===== config.mk =====
export PLATFORM = sky130hd
export DESIGN_NAME = booth_controller
export DESIGN_NICKNAME = d
export VERILOG_FILES = /design/src/rtl/booth_controller.sv
export SDC_FILE = /design/constraint.sdc
export NUM_CORES = 1
export LEC_CHECK = 0
export ABC_AREA = 1
export CAP_MARGIN = 10
export CORE_UTILIZATION = 37
export DETAILED_ROUTE_END_ITERATION = 10
export PLACE_DENSITY = 0.7
export SLEW_MARGIN = 30
export SYNTH_ARGS = -nofsm -noshare
export SYNTH_HDL_FRONTEND = slang
export SYNTH_SLANG_ARGS = --single-unit

===== constraint.sdc =====
create_clock -name clk -period 1.2 [get_ports clk]
set_clock_uncertainty 0.15 [all_clocks]
set_input_delay 0.24 -clock clk [delete_from_list [all_inputs] [get_ports clk]]
set_output_delay 0.24 -clock clk [all_outputs]
set_load 0.005 [all_outputs]

===== src/rtl/booth_controller.sv =====
// Control FSM for a radix-2 Booth multiplier. Moore machine: every strobe is a
// registered decode of the state, so no output follows an input combinationally.
module booth_controller (
  input  logic clk,
  input  logic rst_n,
  input  logic i_start,
  input  logic i_q0,
  input  logic i_qm1,
  input  logic i_eqz,
  output logic o_ld_m,
  output logic o_clr_a,
  output logic o_clr_ff,
  output logic o_ld_q,
  output logic o_ld_a,
  output logic o_addsub,
  output logic o_sft,
  output logic o_ld_cnt,
  output logic o_dec_cnt,
  output logic o_busy,
  output logic o_done
);

  // Four state bits leave eight spare encodings; each one falls back to IDLE.
  typedef enum logic [3:0] {
    ST_IDLE  = 4'd0,
    ST_LOADM = 4'd1,
    ST_LOADQ = 4'd2,
    ST_EVAL  = 4'd3,
    ST_ADD   = 4'd4,
    ST_SUB   = 4'd5,
    ST_SHIFT = 4'd6,
    ST_DONE  = 4'd7
  } state_t;

  state_t      r_state;
  state_t      w_next;
  logic [10:0] w_out;
  logic [10:0] r_out;

  // Bit order: ld_m clr_a clr_ff ld_q ld_a addsub sft ld_cnt dec_cnt busy done
  function automatic logic [10:0] decode(input state_t s);
    case (s)
      ST_IDLE:  decode = 11'b000_0000_0000;
      ST_LOADM: decode = 11'b111_0000_1010;
      ST_LOADQ: decode = 11'b000_1000_0010;
      ST_EVAL:  decode = 11'b000_0000_0010;
      ST_ADD:   decode = 11'b000_0110_0010;
      ST_SUB:   decode = 11'b000_0100_0010;
      ST_SHIFT: decode = 11'b000_0001_0110;
      ST_DONE:  decode = 11'b000_0000_0011;
      default:  decode = 11'b000_0000_0000;
    endcase
  endfunction

  // Next-state selection; outputs are the decode of the state being entered.
  always_comb begin
    w_next = ST_IDLE;
    case (r_state)
      ST_IDLE: begin
        if (i_start) w_next = ST_LOADM;
        else         w_next = ST_IDLE;
      end
      ST_LOADM: w_next = ST_LOADQ;
      ST_LOADQ: w_next = ST_EVAL;
      ST_EVAL: begin
        if (i_eqz)                        w_next = ST_DONE;
        else if ({i_q0, i_qm1} == 2'b01)  w_next = ST_ADD;
        else if ({i_q0, i_qm1} == 2'b10)  w_next = ST_SUB;
        else                              w_next = ST_SHIFT;
      end
      ST_ADD:   w_next = ST_SHIFT;
      ST_SUB:   w_next = ST_SHIFT;
      ST_SHIFT: w_next = ST_EVAL;
      ST_DONE: begin
        if (i_start) w_next = ST_DONE;
        else         w_next = ST_IDLE;
      end
      default:  w_next = ST_IDLE;
    endcase
    w_out = decode(w_next);
  end

  // State and output registers; reset clears both without waiting for a clock.
  always_ff @(posedge clk or negedge rst_n) begin
    if (!rst_n) begin
      r_state <= ST_IDLE;
      r_out   <= 11'b000_0000_0000;
    end else begin
      r_state <= w_next;
      r_out   <= w_out;
    end
  end

  assign {o_ld_m, o_clr_a, o_clr_ff, o_ld_q, o_ld_a, o_addsub,
          o_sft, o_ld_cnt, o_dec_cnt, o_busy, o_done} = r_out;

endmodule


# Word-level counts from Yosys, hierarchy flattened
# Memories as Yosys holds them, arrays and structs flattened. A register that Yosys moved wholly into a read port is not among the register bits.
# Cells that the tools add are included.
dict set report totals {
  regBits 4
  mem_bits_ro 88
  input_bits 6
  output_inout_bits 11
  wordCells 21
  n_memories 1
}
# memory words width read_ports rd_ports_with_merged_regs write_ports line_no
set memory_table {}
lappend memory_table {{(no name shown)} 8 11 1 1 0 42} ;# case (s)
dict set report op_classes {
  eq_ne 9
  n_mux 6
  n_reduce_logical 4
}
# operator n
set op_table {}
lappend op_table {{case mux 4 bit (6 select lines)} 1}
lappend op_table {{== test 4 x 3 -> 1 bit (second input constant)} 4}
lappend op_table {{== test 4 x 2 -> 1 bit (second input constant)} 2}
lappend op_table {{two-way mux 2 bit} 3}
lappend op_table {{== test 4 x 1 -> 1 bit (second input constant)} 1}
lappend op_table {{logical NOT 4 bit} 1}
lappend op_table {{OR reduction 2 bit} 2}
lappend op_table {{two-way mux 3 bit} 1}
lappend op_table {{== test 2 x 1 -> 1 bit (second input constant)} 1}
lappend op_table {{== test 2 bit (second input constant)} 1}
lappend op_table {{logical NOT 1 bit} 1}
lappend op_table {{two-way mux 1 bit} 1}

# Longest topological paths before layout
dict set report depth {
  ltp_word 5
  depth_mapped 8
  mapped_depth_nobuf 8
}

# Least setup slack after synthesis
# No wires, ideal clock.
dict set report synth_timing {
  kind {input port to flip-flop}
  from {in i_qm1}
  to {reg r_out[0]}
  setup_ns 0.114
  arrival_time_ns 0.942
  required_time_ns 0.936
  path_slack_ns -0.006
  stages 8
  n_path_buf 0
  path_cell_list {inv_1 > ha_1 > o21ai_2 > nand2_1 > nand2_2 > nand2_2 > inv_1 > nor2_1}
}
dict set report synth_via {
  elab_chain_cells 5
  word_cells_on_any_way 6
  classes_between {eq/ne (2); mux (4)}
}
# item line_no
set synth_lines {}
lappend synth_lines {{from (decl)} 8} ;# input logic i_qm1,
lappend synth_lines {{== test 2 bit} 68} ;# else if ({i_q0, i_qm1} == 2'b10) w_next = ST_SUB;
lappend synth_lines {{two-way mux 2 bit} 68}
lappend synth_lines {{two-way mux 2 bit *} 67} ;# else if ({i_q0, i_qm1} == 2'b01) w_next = ST_ADD;
lappend synth_lines {{two-way mux 2 bit *} 66} ;# if (i_eqz) w_next = ST_DONE;
lappend synth_lines {{case mux 4 bit (6 select lines) *} 58} ;# case (r_state)
lappend synth_lines {{named net w_next[1]} 36} ;# state_t w_next;
lappend synth_lines {{to (decl)} 38} ;# logic [10:0] r_out;
# Mark *: on every way through the listed nets, which the timed path passes. The rest lies on a longest branch.

==> out/summary.txt <==
IO Pins = 17
failing checks = setup timing
clock sinks = 10
Clk Tree Root Cell = clkbuf_4
DR pass1 iterations = 4
fin cells = 91
final WL = 917 um
worst-margin pin slew = 0.222 ns
CP peak stage delay = 0.39 ns
die area = 0.00147 mm^2
Slew Limit Headroom = 85.0%
Data required, critical path = 0.81 ns
setup slack after layout = -0.0661 ns
CP endpoint kind = output port
global-route usage over all layers = 14.4%
hold violation count in the final report = 0
DRC violations left = 0
DRT iter0 DRCs = 5
antenna-violating nets left = 0
share of cells above drive strength 1 = 53.2%
largest net degree at the start of global routing = 11
cells after synthesis = 55
Max VDD drop = 1.30 mV
syn_nets = 62
clock buffer depth = 2
Crit Path Max Fanout = 3
Final #Nets = 85
delay-heaviest family, CP = flip-flops
area of the mapped netlist = 489 um^2
CTS HTree Levels = 1
LEAKAGE = 0.000373 uW
DP Area = 679 um^2
Area Growth Syn to Fin = 45.3%
RD Place Congestion = 0.810
area fraction of the dominant cell type after synthesis = 51.2%
CTS Buf Count = 3
crit path cell chain = buf_6 -> buf_6
dpl ws = -0.554 ns
die width = 38.4 um
CTS tree = yes
endpoints failing setup = 3
time the worst path needs with I/O delays and setup = 1.27 ns
Initial Utilization = 41.8%
Clock transition at path regs = 0.07 ns
Via density = 4.76
cts hold-fix bufs = 0
CP arrival = 0.88 ns
Peak Freq = 790 MHz
row count = 12
grt ovf = 0
post-DR wirelength/cell = 10.1 um
global-route wire length before repair = 1400 um
worst skew pair latency = 0.26 ns
fillers = 107
placed cells = 85
Seq/Total Area, Yosys = 51.2%
Die H = 38.4 um
via count = 433
top post-synthesis cells by area = dfrtp_1 51%, nand2_1 8.4%, buf_4 7.7%
Final Util = 60.7%
cell mode on critical path = buf_6
worst min path class = primary input to async pin
CP startpoint kind = flop
ANT cells = 0
initial antenna violation count = 0
RSZ-0062 raised after global routing = true
max_cap viols = 0
outcome = finished with violations
Bufs and invs on worst path = 2
fin. max-slew vios = 0
YS warnings = 0
Tcrit/Tclk final = 106%
Worst path slowest cell = dfrtp_1
Post-Syn Area per Cell = 8.89 um^2
kind of critical path = flop to output port
core footprint = 0.00117 mm^2
most area-hungry cell type in the Yosys netlist = dfrtp_1
Port Buffer Count = 16
FF+latch count, synth = 10
Netlist cell types = 15
post-DP HPWL = 682 um
vias in the first global route = 360
power per cell area = 2480 mW/mm^2
design area = 711 um^2
==> cells by family (layout without fill, tap and decap cells) <==
logic type | count (synthesis) | in the layout | synth area share (%)
adders and majority gates | 1 | 1 | 2.56
DFF | 10 | 10 | 51.2
and+or+nand+nor | 29 | 29 | 27.4
AOI/OAI and AO/OA | 3 | 3 | 5.88
buffers and inverters | 12 | 34 | 13.0
==> cells in the mapped netlist <==
cell,number
nand2_1,11
dfrtp_1,10
nor2_1,7
inv_1,6
buf_4,5
nand3_1,4
nand2_2,3
o21ai_2,2
a21boi_2,1
ha_1,1
inv_2,1
nand3_2,1
nor2_2,1
nor3_1,1
nor4_1,1
==> power breakdown <==
group	leakage [uW]	total (uW)	internal (uW)	switching (uW)
combinational	0.000228	872	405	467
clock	0.0000210	297	184	113
sequential	0.000124	594	471	124
total	0.000373	1760	1060	704
==> layout make-up <==
type	instances	area [um^2]	area share, %
clock buffers	4	36.3	5.11
inverters	7	28.8	4.05
multi-input cells	33	203	28.5
flip-flops and latches	10	253	35.6
well taps	14	17.5	2.46
repair buffers	23	173	24.3
==> cell usage in the layout, fill, tap and decap left out <==
cell	synthesis	routed
nand2_1	11	10
buf_2	0	9
dfrtp_1	10	8
buf_4	5	6
nand3_1	4	4
nand2_2	3	4
nor2_1	7	4
inv_1	6	3
inv_2	1	3
nor2_2	1	3
clkbuf_4	0	3
buf_6	0	3
o21ai_2	2	2
clkdlybuf4s50_1	0	2
clkdlybuf4s15_1	0	2
dfrtp_2	0	2
inv_4	0	1
nand3_2	1	1
nor2_4	0	1
nor4_1	1	1
a21boi_2	1	1
nor3_1	1	1
ha_4	0	1
clkbuf_8	0	1
dlygate4sd2_1	0	1
==> per-layer routing <==
metal  global-route usage [%]  part of all wire [%]  wire length [um]  up-vias
li1                         -                     -                 -      215
met1                     16.4                    37               341      200
met2                     24.6                    57               521       16
met3                     1.74                   4.4                40        2
met4                     10.3                   1.4                13        0
met5                        0                     0                 0        -
==> stage by stage <==
stage	hold WS [ns]	total power, uW	TNS (ns)
floorplan	-0.206	1100	0
global placement	0.387	1410	-3.62
detailed placement	0.398	1430	-3.86
CTS	0.110	1650	-0.171
global route	0.119	1890	-0.514
finish	0.106	1760	-0.167
==> repair_timing <==
action | CTS | global route
setup endpoints to repair | 18 | 10
setup buffers | 1 | 1
resized for setup | 46 | 11
pin swaps | 4 | 8
==> state kept, by name (all words and copies together), names as in the netlist <==
register and flops:
r_out 7, r_state 3
==> worst paths after layout <==
path | startpoint | end | slack, ns | cells after the start
setup / recovery | r_out[9] | o_ld_m | -0.07 | 2
hold / removal | rst_n | r_out[4] | 0.11 | 2
setup reg to reg | r_state[0] | r_out[4] | -0.04 | 6
hold reg to reg | r_state[1] | r_out[7] | 0.42 | 1
max in group asynchronous | rst_n | r_state[1] | 0.63 | 2
min in group clk | i_start | r_out[9] | 0.35 | 4
Note: power is estimated with default switching activity, not from simulation.
